<file path="config.mk">
export PLATFORM = sky130hd
export DESIGN_NAME = w_bit_sequencer
export DESIGN_NICKNAME = d
export VERILOG_FILES = /design/src/rtl/w_bit_sequencer.sv
export SDC_FILE = /design/constraint.sdc
export NUM_CORES = 1
export LEC_CHECK = 0
export ABC_CLOCK_PERIOD_IN_PS = 3100
export BUFFER_PORTS_ARGS = -buffer_cell sky130_fd_sc_hd__buf_2
export CELL_PAD_IN_SITES_DETAIL_PLACEMENT = 0
export CELL_PAD_IN_SITES_GLOBAL_PLACEMENT = 1
export CORE_ASPECT_RATIO = 1.75
export CORE_UTILIZATION = 30
export CTS_CLUSTER_SIZE = 10
export DETAILED_ROUTE_END_ITERATION = 8
export PLACE_DENSITY = 0.64
export SLEW_MARGIN = 10
export SYNTH_ARGS = -nofsm -noshare
export SYNTH_HDL_FRONTEND = slang
export SYNTH_SLANG_ARGS = --single-unit
export TNS_END_PERCENT = 20
</file>
<file path="constraint.sdc">
create_clock -name clk -period 3.1 [get_ports clk]
set_clock_uncertainty 0.2 [all_clocks]
set_input_delay 0.31 -clock clk [delete_from_list [all_inputs] [get_ports clk]]
set_output_delay 0.31 -clock clk [all_outputs]
set_load 0.05 [all_outputs]
</file>
<file path="src/rtl/w_bit_sequencer.sv">
`default_nettype none
// ============================================================================
// Module   : w_bit_sequencer
// Brief    : Upstream bit source for the serial sequence-detector FSM.
//            Captures a WIDTH-bit switch pattern on a debounced load press
//            and shifts it out MSB-first, one bit per debounced step press,
//            flagging each new bit with a one-cycle w_valid_o strobe.
// Options  : define W_SEQ_LOOP_EN to make the pattern repeat endlessly
//            (done_o pulses once per pass instead of latching).
// Revision : 1.0 - initial release
// ============================================================================
module w_bit_sequencer #(
  parameter int WIDTH           = 8,   // pattern length, 2..16
  parameter int DEBOUNCE_CYCLES = 16   // stable samples before a level change
) (
  input  logic             clk,
  input  logic             rst_n,
  input  logic [WIDTH-1:0] pattern_i,
  input  logic             load_btn_i,
  input  logic             step_btn_i,
  output logic             w_o,
  output logic             w_valid_o,
  output logic [4:0]       bits_left_o,
  output logic             done_o
);

  localparam int             CNT_W    = (DEBOUNCE_CYCLES > 2) ? $clog2(DEBOUNCE_CYCLES) : 1;
  localparam logic [CNT_W-1:0] CNT_MAX = CNT_W'(DEBOUNCE_CYCLES - 1);
  localparam logic [4:0]     FULL_CNT = 5'(WIDTH);

  localparam logic [1:0] ST_IDLE  = 2'd0;
  localparam logic [1:0] ST_READY = 2'd1;
  localparam logic [1:0] ST_SHIFT = 2'd2;
  localparam logic [1:0] ST_DONE  = 2'd3;

  // Index 0 = load button, index 1 = step button.
  logic [1:0] btn_raw;
  logic [1:0] btn_pulse;
  assign btn_raw = {step_btn_i, load_btn_i};

  genvar gi;
  for (gi = 0; gi < 2; gi++) begin : g_btn
    logic             sync1_q;
    logic             sync2_q;
    logic             deb_q;
    logic             deb_prev_q;
    logic [CNT_W-1:0] cnt_q;

    // Synchronize, then only accept a new level once it has been held
    // for DEBOUNCE_CYCLES consecutive synchronized samples.
    always_ff @(posedge clk or negedge rst_n) begin
      if (!rst_n) begin
        sync1_q    <= 1'b0;
        sync2_q    <= 1'b0;
        deb_q      <= 1'b0;
        deb_prev_q <= 1'b0;
        cnt_q      <= '0;
      end else begin
        sync1_q    <= btn_raw[gi];
        sync2_q    <= sync1_q;
        deb_prev_q <= deb_q;
        if (sync2_q == deb_q) begin
          cnt_q <= '0;
        end else if (cnt_q == CNT_MAX) begin
          deb_q <= sync2_q;
          cnt_q <= '0;
        end else begin
          cnt_q <= cnt_q + CNT_W'(1);
        end
      end
    end

    assign btn_pulse[gi] = deb_q & ~deb_prev_q;
  end

  logic load_p;
  logic step_p;
  assign load_p = btn_pulse[0];
  assign step_p = btn_pulse[1];

  logic [1:0]       state_q, state_d;
  logic [WIDTH-1:0] shreg_q, shreg_d;
  logic [WIDTH-1:0] held_q, held_d;
  logic             w_q, w_d;
  logic             w_valid_q, w_valid_d;
  logic [4:0]       bits_left_q, bits_left_d;
  logic             done_q, done_d;

  // In loop mode the cycle after the emptying step refills from the held copy.
  logic reload;
`ifdef W_SEQ_LOOP_EN
  assign reload = (state_q == ST_SHIFT) && (bits_left_q == 5'd0);
`else
  assign reload = 1'b0;
`endif

  // Next-state logic: load has priority and swallows a coincident step.
  always_comb begin
    state_d     = state_q;
    shreg_d     = shreg_q;
    held_d      = held_q;
    w_d         = w_q;
    w_valid_d   = 1'b0;
    bits_left_d = bits_left_q;
    done_d      = done_q;
    if (load_p) begin
      shreg_d     = pattern_i;
      held_d      = pattern_i;
      bits_left_d = FULL_CNT;
      done_d      = 1'b0;
      state_d     = ST_READY;
    end else if (reload) begin
      shreg_d     = held_q;
      bits_left_d = FULL_CNT;
      done_d      = 1'b0;
    end else if (step_p && ((state_q == ST_READY) || (state_q == ST_SHIFT)) &&
                 (bits_left_q != 5'd0)) begin
      w_d         = shreg_q[WIDTH-1];
      shreg_d     = {shreg_q[WIDTH-2:0], 1'b0};
      bits_left_d = bits_left_q - 5'd1;
      w_valid_d   = 1'b1;
      if (bits_left_q == 5'd1) begin
        done_d = 1'b1;
`ifdef W_SEQ_LOOP_EN
        state_d = ST_SHIFT;
`else
        state_d = ST_DONE;
`endif
      end else begin
        state_d = ST_SHIFT;
      end
    end
  end

  // Sequencer state and registered outputs.
  always_ff @(posedge clk or negedge rst_n) begin
    if (!rst_n) begin
      state_q     <= ST_IDLE;
      shreg_q     <= '0;
      held_q      <= '0;
      w_q         <= 1'b0;
      w_valid_q   <= 1'b0;
      bits_left_q <= 5'd0;
      done_q      <= 1'b0;
    end else begin
      state_q     <= state_d;
      shreg_q     <= shreg_d;
      held_q      <= held_d;
      w_q         <= w_d;
      w_valid_q   <= w_valid_d;
      bits_left_q <= bits_left_d;
      done_q      <= done_d;
    end
  end

  assign w_o         = w_q;
  assign w_valid_o   = w_valid_q;
  assign bits_left_o = bits_left_q;
  assign done_o      = done_q;

endmodule
`default_nettype wire
</file>
==> summary.md, run 1 <==
| Metric | Value |
|---|---|
| Share of total power in the clock network | `0.393` |
| First-pass GRT wire length | `5530 um` |
| Xor-xnor portion of the synthesized cell area | `0.0376` |
| Placed Cells | `207` |
| Layout cell share with drive strength beyond 1 | `0.213` |
| Commonest cells after routing, fill and taps aside | `dfrtp_1 (34), buf_2 (19), nor2_1 (14)` |
| Die area | `5630 um^2` |
| CTS tree | `done` |
| Max Cap Violations | `0` |
| Die Height | `98.5 um` |
| Post-synthesis mux area share | `0.0517` |
| CTS sink cnt | `34` |
| Fin crit share | `0.677` |
| Post-synthesis simple-gate area fraction | `0.204` |
| Area of the multi-input gates | `699 um^2` |
| Total power | `852 uW` |
| EDFF count, synth | `0` |
| Worst EP arrival | `2070 ps` |
| Final Worst Setup Slack | `1000 ps` |
| Internal power | `659 uW` |
| Syn Area/Cell | `11.3 um^2` |
| Vias per cell | `5.29` |
| Final nets | `180` |
| CTS Buffer Depth | `2` |
| Adder-cell area share of the yosys netlist | `0.0392` |
| Post-Syn Area | `1600 um^2` |
| Gr usage total | `0.130` |
| Max Fclk | `476 MHz` |
| Main combinational cell family by area after synthesis | `simple AND/OR/NAND/NOR gates` |
| Lkg Pwr | `0.000856 uW` |
| Pwr per Cell Area | `460 nW/um^2` |
| Pre-CTS WS | `1020 ps` |
| Worst-path clk slew | `70 ps` |
| CP Class | `flop to flop` |
| Synth area leader | `dfrtp_1` |
| Via Count | `1154` |
| Largest net degree at the start of global routing | `35` |
| Cts-stage hold buffer count | `3` |
| Min Tclk post-route | `2100 ps` |
| Detailed Routing Iterations Pass 1 | `8` |
| Post-synth top area share | `0.532` |
| Die Wd | `57.2 um` |
| Io pins | `20` |
| Switch Pwr | `194 uW` |
| Gpl congestion | `0.800` |
| Post-synth cell types | `34` |
| Critical Path RT | `3070 ps` |
| Initial antenna violation count | `0` |
| Hold violation count in the final report | `0` |
| Peak VDD IR | `0.256 mV` |
| Async set-reset flop share out of synthesis | `1.00` |
| Area growth from synthesis to layout | `16.0%` |
| Startpoint Class | `flop` |
| H-tree levels | `2` |
| Maximum fanout along the worst path | `9` |
| Vias in the first global route | `1255` |
| Largest cells by area after synthesis | `dfrtp_1 (53%), ha_1 (3.9%), nand4_1 (3.9%)` |
| Clock Latency Late Sink | `280 ps` |
| Post_cts resized | `0` |
| Post-DRT Antenna Nets | `0` |
| Switch share | `0.228` |
| Inserted Clock Buffers | `5` |
| Post-CTS Setup Repair Bufs | `0` |
| DP Area | `1730 um^2` |
| Final wirelength | `3280 um` |
| Rel. slew slack | `0.478` |
| Fill cells | `519` |
| Syn nets | `158` |
| FP Rows | `34` |
| Setup TNS | `0 ps` |
| Reg power frac | `0.552` |
| CP endpoint kind | `flop` |
| Status | `finished, violations left` |
| RSZ-0062 raised after global routing | `false` |
| Port bufs | `19` |
| Starting Density | `0.316` |
| Layout Cells excl Fill | `218` |
| Ant diodes | `0` |
| Complex-gate fraction of the synthesized area | `0.105` |
| Slew @ Worst Pin | `780 ps` |
| Synth Instances | `141` |
| DR DRC count | `2` |
| Core Area | `5060 um^2` |
| Synthesized flop and latch total | `34` |
| Post-DP HPWL | `2460 um` |
| Main synth FF type | `dfrtp_1` |
| Register area | `851 um^2` |
| Count of final max-slew check failures | `0` |
| Failing checks | `DRC` |
| Final setup violation count | `0` |
| Global route overflow | `0` |
| Post-DR wirelength/cell | `15.0 um` |
| Seq/Total Area, Yosys | `0.532` |
| Starting DRT DRC Count | `55` |
| Gate power share | `0.056` |
| Clock Tree Root | `clkbuf_8` |
| Final instance area | `1850 um^2` |
| Ys Warns | `0` |
| Min-delay worst type | `input pin to flop` |
| Most common cell after layout, fill and taps aside | `dfrtp_1` |
flip-flops by register name, indices dropped and copies added, names as in the netlist:
signal	cells
g_btn.cnt_q	8
shreg_q	8
bits_left_o	5
g_btn.deb_prev_q	2
g_btn.deb_q	2
g_btn.sync1_q	2
g_btn.sync2_q	2
state_q	2
done_o	1
w_o	1
w_valid_o	1
synth_stat cells, drive strengths merged (4+ instances only):
cell / instances
dfrtp: 34
nor2: 14
nand4: 10
a31oi: 7
o31ai: 7
a21oi: 5
ha: 5
inv: 5
nand2: 5
xnor2: 5
clkbuf: 4
mux2: 4
nor2b: 4
power by group through the flow:
stage | Combinational [uW] | Clock [uW] | Sequential, uW
after floorplan | 24.3 | 0 | 476
after global routing | 55.0 | 357 | 471
after global placement | 43.7 | 0 | 477
after detailed placement | 45.7 | 0 | 479
final | 47.4 | 335 | 470
after CTS | 49.0 | 346 | 470
worst max-delay path, stage by stage, from the launching register on:
cell and delay, ps:
dfrtp_1 430, inv_1 120, ha_1 220, nor4b_4 610, nor3_4 90, mux2_4 320
cells by family after synthesis:
kind of cell	count (synthesis)
muxes	7
xor gates and xnor gates	6
buffers and inverters	12
AOI/OAI and AO/OA	26
adders and majority gates	5
and+or+nand+nor	51
DFF	34
metrics by stage:
stage / hold slack (ps) / utilization
detailed placement: 135 / 0.342
finish: 87.2 / 0.366
global route: 112 / 0.366
CTS: 81.7 / 0.366
floorplan: -186 / -
global placement: 134 / 0.342
worst paths after layout:
path | startpoint | end | slack, ps | depth (start not counted)
worst max-delay path | bits_left_o[0]$_DFFE_PN0P_ | bits_left_o[1]$_DFFE_PN0P_ | 1000 | 5
worst min-delay path | pattern_i[2] | shreg_q[2]$_DFFE_PN0P_ | 90 | 3
worst max register to register | bits_left_o[0]$_DFFE_PN0P_ | bits_left_o[1]$_DFFE_PN0P_ | 1000 | 5
worst min register to register | g_btn[1].sync1_q$_DFF_PN0_ | g_btn[1].sync2_q$_DFF_PN0_ | 150 | 0
max in group asynchronous | rst_n | g_btn[0].sync2_q$_DFF_PN0_ | 1810 | 2
min in group asynchronous | rst_n | shreg_q[4]$_DFFE_PN0P_ | 420 | 2
final cells by class:
| cell class | count | share of cell area |
|---|---|---|
| well taps | 54 | 0.0365 |
| clock buffers | 7 | 0.0466 |
| repair buffers | 22 | 0.0675 |
| clock inverters | 1 | 0.00270 |
| inverters | 5 | 0.0101 |
| multi-input cells | 95 | 0.377 |
| flip-flops and latches | 34 | 0.459 |
routing by layer:
| layer | routed length (um) | global-route usage | up-vias |
|---|---|---|---|
| li1 | - | - | 553 |
| met1 | 1180 | 0.120 | 570 |
| met2 | 1860 | 0.252 | 24 |
| met3 | 167 | 0.0367 | 7 |
| met4 | 74 | 0.0563 | 0 |
| met5 | 0 | 0 | - |
Note: power is estimated with default switching activity, not from simulation.
==> run 2, diff against run 1 <==
--- a/config.mk
+++ b/config.mk
@@ -5,7 +5,7 @@
 export SDC_FILE = /design/constraint.sdc
 export NUM_CORES = 1
 export LEC_CHECK = 0
-export ABC_CLOCK_PERIOD_IN_PS = 3100
+export ABC_CLOCK_PERIOD_IN_PS = 2000
 export BUFFER_PORTS_ARGS = -buffer_cell sky130_fd_sc_hd__buf_2
 export CELL_PAD_IN_SITES_DETAIL_PLACEMENT = 0
 export CELL_PAD_IN_SITES_GLOBAL_PLACEMENT = 1
==> constraint.sdc (replaced) <==
create_clock -name clk -period 2 [get_ports clk]
set_clock_uncertainty 0.2 [all_clocks]
set_input_delay 0.2 -clock clk [delete_from_list [all_inputs] [get_ports clk]]
set_output_delay 0.2 -clock clk [all_outputs]
set_load 0.05 [all_outputs]
==> run 2 against run 1 <==
The run still ends with DRC left. Register-to-register slack lost 870 ps. Sequential share of layout area shrank 3.3 points. Flip-flop and latch count is the same. Die area is the same. Critical path type unchanged. Largest cell class unchanged.
==> summary.md, run 2 (synthesis gave the netlist of run 1 again) <==
| Metric | Value |
|---|---|
| Detailed Routing Iterations Pass 1 | `7` |
| CP Buf/Inv Count | `2` |
| CP endpoint kind | `flop` |
| Slew @ Worst Pin | `442 ps` |
| Crit path cell chain | `inv_2, ha_2, nor4b_4, buf_4, o31ai_1, a31oi_1` |
| Core Area | `5060 um^2` |
| Clock Latency Late Sink | `280 ps` |
| Die Wd | `57.2 um` |
| Status | `finished, violations left` |
| Final wirelength | `3200 um` |
| DP Area | `1810 um^2` |
| Largest net degree at the start of global routing | `35` |
| Lkg Pwr | `0.000925 uW` |
| Failing checks | `DRC` |
| Area growth from synthesis to layout | `25.5%` |
| RSZ-0062 raised after global routing | `false` |
| Count of final max-slew check failures | `0` |
| Commonest cells after routing, fill and taps aside | `dfrtp_1 (32), buf_2 (19), nor2_1 (14)` |
| Startpoint Class | `flop` |
| Placed Cells | `215` |
| Die Height | `98.5 um` |
| Max Cap Violations | `0` |
| Post-DRT Antenna Nets | `0` |
| Critical Path RT | `2000 ps` |
| Clock Tree Root | `clkbuf_8` |
| Layout Cells excl Fill | `233` |
| Port bufs | `19` |
| CTS Buffer Depth | `2` |
| CTS tree | `done` |
| Vias in the first global route | `1231` |
| Fin crit share | `0.935` |
| Gr usage total | `0.124` |
| H-tree levels | `2` |
| Maximum fanout along the worst path | `7` |
| Worst EP arrival | `1870 ps` |
| Rel. slew slack | `0.704` |
| Final instance area | `2000 um^2` |
| Slowest cell on crit path | `dfrtp_2` |
| Starting DRT DRC Count | `72` |
| Gpl congestion | `0.754` |
| Ant diodes | `0` |
| Via Count | `1167` |
| Worst-path clk slew | `70 ps` |
| Post-CTS Setup Repair Bufs | `0` |
| Grt met3 use | `0.0315` |
| Hold violation count in the final report | `0` |
| Slowest stage delay, CP | `440 ps` |
| CP Class | `flop to flop` |
| Top Usage Layer GRT | `met2` |
| Area of the multi-input gates | `706 um^2` |
| DR DRC count | `7` |
| Family with the most delay on the worst path | `flip-flops` |
| Max Fclk | `535 MHz` |
| Hold Slack | `13.1 ps` |
| Die area | `5630 um^2` |
| FP Rows | `34` |
| M2 GR Usage | `0.226` |
| Setup TNS | `0 ps` |
| Starting Density | `0.316` |
| First-pass GRT wire length | `5440 um` |
| Post-DR wirelength/cell | `13.7 um` |
| Met1 Resource Use GR | `0.132` |
| CTS sink cnt | `34` |
| Io pins | `20` |
| Min Tclk post-route | `1870 ps` |
| Fill cells | `515` |
| Initial antenna violation count | `0` |
| Most common cell after layout, fill and taps aside | `dfrtp_1` |
| Min-delay worst type | `input pin to flop` |
| Layout cell share with drive strength beyond 1 | `0.274` |
| Final nets | `195` |
| Inserted Clock Buffers | `5` |
| Register area | `853 um^2` |
| Peak VDD IR | `0.323 mV` |
| Pwr per Cell Area | `667 nW/um^2` |
| Global route overflow | `0` |
| Vias per cell | `5.01` |
| Final setup violation count | `0` |
## run 2: cell types whose count changed in the layout (fill, tap and decap cells not counted)
| cell | delta |
|---|---|
| buf_12 | +1 |
| buf_4 | +7 |
| dfrtp_1 | -2 |
| dfrtp_2 | +2 |
| dlygate4sd3_1 | +7 |
| ha_1 | -1 |
| ha_2 | +1 |
| inv_1 | -2 |
| inv_2 | +2 |
| or4b_1 | -1 |
| or4b_4 | +1 |
## run 2: path summary, 6_finish.rpt
kind                                            start                    endpoint  slack, ps  cells past startpoint
hold / removal                           pattern_i[1]      shreg_q[1]$_DFFE_PN0P_         10                      3
min in group asynchronous                       rst_n             w_o$_DFFE_PN0P_        270                      3
max in group asynchronous                       rst_n  bits_left_o[1]$_DFFE_PN0P_        990                      3
hold reg to reg            g_btn[1].sync1_q$_DFF_PN0_  g_btn[1].sync2_q$_DFF_PN0_        150                      0
setup reg to reg           bits_left_o[0]$_DFFE_PN0P_      shreg_q[1]$_DFFE_PN0P_        130                      6
setup / recovery           bits_left_o[0]$_DFFE_PN0P_      shreg_q[1]$_DFFE_PN0P_        130                      6
## run 2: cell type report
type                       instances  area share
timing repair buffer              37       0.134
multi-input combinational         95       0.352
clock inverter                     1     0.00250
inverter                           5     0.00936
clock buffer                       7      0.0431
sequential                        34       0.426
tap                               54      0.0337
## run 2: power by group
group          total [uW]  switching (uW)  internal (uW)
clock network         520             243            278
registers             728            18.1            710
logic                87.6            42.2           45.4
## run 2: timing repair
action	CTS	global route
endpoints found under the hold margin	43	0
hold buffers	10	0
setup endpoints to repair	0	2
gates resized for setup	0	1
## run 2: worst register-to-register path: cells and delay by family (launching register included)
kind | cells | cell delay, ps
flip-flops | 1 | 440
buffers and inverters | 2 | 320
adder cells (fa/ha/maj) | 1 | 200
AND/OR/NAND/NOR | 1 | 400
AO/OA/AOI/OAI | 2 | 230
## run 2: stage by stage
stage / worst slack, ps / power [uW] / util
after floorplan: 2.57 / 776 / -
after global placement: 98.6 / 811 / 0.357
after detailed placement: 41.1 / 816 / 0.357
after CTS: 19.1 / 1350 / 0.395
after global routing: 6.69 / 1390 / 0.396
final: 130 / 1340 / 0.396
## run 2: per-layer routing
metal	routed length, um	share of wire
met4	48	0.015
met2	1690	0.53
met1	1330	0.42
met5	0	0
met3	131	0.041
